### config.mk
export PLATFORM = sky130hd
export DESIGN_NAME = cg_rv_decode_issue
export DESIGN_NICKNAME = d
export VERILOG_FILES = /design/src/rtl/cg_rv_decode_issue.sv
export SDC_FILE = /design/constraint.sdc
export NUM_CORES = 1
export LEC_CHECK = 0
export ABC_CLOCK_PERIOD_IN_PS = 6000
export CAP_MARGIN = 5
export CORE_UTILIZATION = 53
export CTS_CLUSTER_DIAMETER = 150
export CTS_CLUSTER_SIZE = 14
export DETAILED_ROUTE_END_ITERATION = 10
export MAX_ROUTING_LAYER = met4
export PLACE_DENSITY = 0.93
export SLEW_MARGIN = 20
export SYNTH_ARGS = -nofsm -noshare
export SYNTH_HDL_FRONTEND = slang
export SYNTH_SLANG_ARGS = --single-unit
### constraint.sdc
create_clock -name i_clk -period 6 [get_ports i_clk]
set_clock_uncertainty 0.05 [all_clocks]
set_input_delay 1.2 -clock i_clk [delete_from_list [all_inputs] [get_ports i_clk]]
set_output_delay 1.2 -clock i_clk [all_outputs]
set_load 0.03 [all_outputs]
### src/rtl/cg_rv_decode_issue.sv
// cg_rv_decode_issue: single-entry RV32I/RV64I decode stage issuing behind a register scoreboard
module cg_rv_decode_issue #(
  parameter int XLEN = 32
) (
  input  logic            i_clk,
  input  logic            i_rst,
  input  logic            i_flush,
  input  logic            i_valid,
  output logic            o_ready,
  input  logic [31:0]     i_instr,
  input  logic [XLEN-1:0] i_pc,
  output logic            o_valid,
  input  logic            i_ready,
  output logic [XLEN-1:0] o_pc,
  output logic [6:0]      o_opcode,
  output logic [4:0]      o_rd,
  output logic [4:0]      o_rs1,
  output logic [4:0]      o_rs2,
  output logic [2:0]      o_funct3,
  output logic [6:0]      o_funct7,
  output logic [XLEN-1:0] o_imm,
  output logic [2:0]      o_imm_type,
  output logic            o_rd_we,
  output logic            o_illegal,
  input  logic            i_wb_valid,
  input  logic [4:0]      i_wb_rd
);
  typedef enum logic {EMPTY, HELD} state_t;
  state_t state, state_nxt;
  logic [31:0] pend, pend_nxt, wb_clr, busy;
  logic uses_rs1, uses_rs2, hazard, accept, issue;
  logic is_lui, is_auipc, is_jal, is_jalr, is_load, is_opimm, is_sys, is_br, is_st, is_op, is_misc;
  logic d_legal, d_rs1, d_rs2, d_we;
  logic [2:0] d_typ;
  logic [31:0] d_imm32;
  logic [6:0] op;
  always_comb begin
    op = i_instr[6:0];
    is_lui = op == 7'b0110111;
    is_auipc = op == 7'b0010111;
    is_jal = op == 7'b1101111;
    is_jalr = op == 7'b1100111;
    is_load = op == 7'b0000011;
    is_opimm = op == 7'b0010011;
    is_sys = op == 7'b1110011;
    is_br = op == 7'b1100011;
    is_st = op == 7'b0100011;
    is_op = op == 7'b0110011;
    is_misc = op == 7'b0001111;
    d_legal = is_lui | is_auipc | is_jal | is_jalr | is_load | is_opimm | is_sys | is_br | is_st | is_op | is_misc;
    d_typ = (is_lui | is_auipc) ? 3'd4 :
            is_jal ? 3'd5 :
            (is_jalr | is_load | is_opimm | is_sys | is_misc) ? 3'd1 :
            is_br ? 3'd3 :
            is_st ? 3'd2 : 3'd0;
    d_imm32 = d_typ == 3'd1 ? {{20{i_instr[31]}}, i_instr[31:20]} :
              d_typ == 3'd2 ? {{20{i_instr[31]}}, i_instr[31:25], i_instr[11:7]} :
              d_typ == 3'd3 ? {{19{i_instr[31]}}, i_instr[31], i_instr[7], i_instr[30:25], i_instr[11:8], 1'b0} :
              d_typ == 3'd4 ? {i_instr[31:12], 12'b0} :
              d_typ == 3'd5 ? {{11{i_instr[31]}}, i_instr[31], i_instr[19:12], i_instr[20], i_instr[30:21], 1'b0} :
              32'b0;
    d_rs1 = d_legal & ~(is_lui | is_auipc | is_jal);
    d_rs2 = is_br | is_st | is_op;
    d_we = (is_lui | is_auipc | is_jal | is_jalr | is_load | is_opimm | is_op | is_sys) & (i_instr[11:7] != 5'd0);
  end
  always_comb begin
    wb_clr = i_wb_valid ? (32'b1 << i_wb_rd) : 32'b0;
    busy = pend & ~wb_clr;
    hazard = (uses_rs1 & busy[o_rs1]) | (uses_rs2 & busy[o_rs2]) | (o_rd_we & busy[o_rd]);
    o_valid = (state == HELD) & ~hazard & ~i_flush & ~i_rst;
    o_ready = ~i_rst & ~i_flush & ((state == EMPTY) | (o_valid & i_ready));
    accept = i_valid & o_ready;
    issue = o_valid & i_ready;
    state_nxt = i_flush ? EMPTY : accept ? HELD : issue ? EMPTY : state;
    pend_nxt = ((pend & ~wb_clr) | ((issue & o_rd_we) ? (32'b1 << o_rd) : 32'b0)) & ~32'b1;
  end
  always_ff @(posedge i_clk) begin
    if (i_rst) begin
      state <= EMPTY;
      pend <= '0;
    end else begin
      state <= state_nxt;
      pend <= pend_nxt;
    end
  end
  always_ff @(posedge i_clk) begin
    if (i_rst) begin
      o_pc <= '0;
      o_opcode <= '0;
      o_rd <= '0;
      o_rs1 <= '0;
      o_rs2 <= '0;
      o_funct3 <= '0;
      o_funct7 <= '0;
      o_imm <= '0;
      o_imm_type <= '0;
      o_rd_we <= 1'b0;
      o_illegal <= 1'b0;
      uses_rs1 <= 1'b0;
      uses_rs2 <= 1'b0;
    end else if (accept) begin
      o_pc <= i_pc;
      o_opcode <= i_instr[6:0];
      o_rd <= i_instr[11:7];
      o_rs1 <= i_instr[19:15];
      o_rs2 <= i_instr[24:20];
      o_funct3 <= i_instr[14:12];
      o_funct7 <= i_instr[31:25];
      o_imm <= XLEN'($signed(d_imm32));
      o_imm_type <= d_typ;
      o_rd_we <= d_we;
      o_illegal <= ~d_legal;
      uses_rs1 <= d_rs1;
      uses_rs2 <= d_rs2;
    end
  end
endmodule

==> impl_metrics.toml <==
[clock_network]
cts_buffer_depth = 2
postCtsSetupBuffers = 0
cts_tree = "done"
insertion_delay_ns = 0.43
clkTransAtPathRegs_ns = 0.06
numCtsBuffers = 17
cts_hold_buffers = 0
root_buffer = "clkbuf_16"
ctsResizeCount = 0
cts-htree-levels = 4
clock-sinks = 135

[setup_path]
crit_arrival_ns = 4.50
required_ns = 4.75
start_kind = "input pin"
rrSetupSlack_ns = 1.93
end_kind = "output port"
path_class = "in2out"
cp_slowest_cell = "clkdlybuf4s50_1"
path_common_cell = "clkdlybuf4s50_1"
cp_max_fo = 11
max_stage_delay_ns = 0.69
cp_cell_sequence = "clkdlybuf4s50_1 -> nand4bb_1 -> o21ai_0 -> mux2i_1 -> o2bb2ai_1 -> nor4_1 -> nand4_2 -> nor2_1 -> clkdlybuf4s50_1"

[floorplanning]
start_util_pct = 54.7
die_h_um = 117
fp.dieArea_sq_um = 13600
std_cell_rows = 41
pin_count = 178
core_area_sq_um = 12700
die_width_um = 117

[grt]
grt_pass1_wl_mm = 38.6
grt_pass1_vias = 7411
grt_max_degree = 101
grt-ovfl-total = 0
antenna_found_initial = 0
gr-usage-all-layers_pct = 38.4

[logic_synthesis]
synth_area_per_cell_sq_um = 7.93
ys_seq_area_share_pct = 38.9
ys.flop_type = "dfxtp_1"
synth-warning-count = 0
synth_fp_nets = 952
ys_async_sr_fraction_pct = 0
synth-seq-cells = 135
syn_inst = 877
netlist_area_sq_um = 6950
ys_types = 64
synth_edf_count = 0

[cells_and_area]
syn2layout_area_growth_pct = 34.0
final_common_cell = "clkdlybuf4s50_1"
nets = 1075
stdcell_count = 1185
drive_above_1_share_pct = 7.40
final_cell_mix = "clkdlybuf4s50_1 (175), a21oi_1 (135), dfxtp_1 (135)"
antenna_cells = 0

[route]
wl_per_cell_um = 21.0
wl_mm = 24.9
vias = 7881
wl_met1_mm = 9.42
dr_wl_met2_mm = 11.9
drc_errors = 0
dr_wl_met3_mm = 2.67
top_layer_used = "met4"
drt_iter0_drc = 1117
ant_nets = 0
dr.pass1.iters = 6
via_per_inst = 6.65

[placed_design]
portBuffers = 177
gp_congestion = 0.998
hpwl_mm = 16.4
post-place-cells = 1153

[power]
p_int_uw = 1640
p_sw_uw = 616
seq_power_share_pct = 41.6
power_uw = 2260
p_per_area_nw_per_um2 = 242
peakVddDrop_mv = 0.217
comb_power_share_pct = 12.5
power.leakage_uw = 0.00303
swShare_pct = 27.3
power_frac_clock_pct = 45.9

[sta]
slew_viol_final = 0
final.setup.tns_ns = 0
finalHoldViolations = 0
post-route-min-period_ns = 5.75
period_share_pct = 95.8
holdWs_ns = 0.424
setup_viol = 0
max_slew_margin_pct = 29.5
worstMarginPinSlew_ns = 1.06
fmax_ghz = 0.174
rsz0062_at_grt = "false"

[hold_path]
hold_path.class = "reg2reg"

[run_status]
status = "finished, final reports clean"

[run]
cap_violations = 0
## final cells by class
type	count	area, sq um
clock buffers	20	467
clock inverters	12	116
fillers	950	3410
inverters	10	37.5
multi-input cells	645	3890
flip-flops and latches	135	2700
well taps	172	215
repair buffers	191	1880
## metal layers
layer / up-vias / global-route usage [%]
met1: 3742 / 45.5
met4: 0 / 17.9
met5: - / -
met3: 94 / 12.1
met2: 513 / 59.5
li1: 3532 / -
## path summary, 6_finish.rpt
kind	start	cells past startpoint	endpoint
hold / removal	o_pc[18]	2	o_pc[18]
setup / recovery	i_wb_rd[1]	9	o_valid
setup reg to reg	o_rs1[0]	10	o_imm[22]
hold reg to reg	o_pc[18]	2	o_pc[18]
## logic make-up (layout without fill, tap and decap cells)
family	Yosys count	count (layout)	synth area share (%)
DFF	135	135	38.9
xor gates and xnor gates	3	3	0.378
muxes	29	29	5.54
AOI/OAI and AO/OA	337	337	28.7
and+or+nand+nor	276	276	21.1
buffers and inverters	97	233	5.42
## Yosys cell counts, drive strengths merged, types with 9 or more instances
library cell  instances  share of area, %
a2111oi              11               1.4
a21oi               135               9.7
a31oi                12               1.1
and3                 12               1.1
buf                  13              0.88
clkbuf               74               4.0
dfxtp               135                39
mux2i                16               2.3
nand2                27               1.5
nand2b               20               1.8
nand3               106               7.6
nand4                 9              0.90
nor2                 34               1.8
nor2b                11              0.99
nor3                 22               1.6
o211ai               21               2.3
o21ai               103               7.5
## critical path, delay by kind of cell
kind | cells | cell delay [ns]
muxes | 1 | 0.15
buffers and inverters | 2 | 1.29
and+or+nand+nor | 4 | 1.23
AOI/OAI and AO/OA | 2 | 0.63
## registers in the layout, summed over array words and instances, names as in the netlist, 3 cells and up
| name | count |
|---|---|
| o_funct3 | 3 |
| o_funct7 | 7 |
| o_imm | 32 |
| o_imm_type | 3 |
| o_opcode | 7 |
| o_pc | 32 |
| o_rd | 5 |
| o_rs1 | 5 |
| o_rs2 | 5 |
| pend | 31 |
## stage by stage
step                utilization, %  instance area (sq um)  setup slack [ns]
finish                        73.2                   9310             0.250
CTS                           73.2                   9310             0.319
detailed placement            68.6                   8730             0.312
global route                  73.2                   9310            0.0797
floorplan                        -                   6950             0.638
global placement              68.6                   8730             0.362
## power by group through the flow
stage               registers [uW]  clock network, uW  logic (uW)
floorplan                      989                  0         109
global placement               956                  0         271
detailed placement             957                  0         274
CTS                            937               1040         277
global route                   940               1070         298
finish                         938               1040         282
Note: power is estimated with default switching activity, not from simulation.
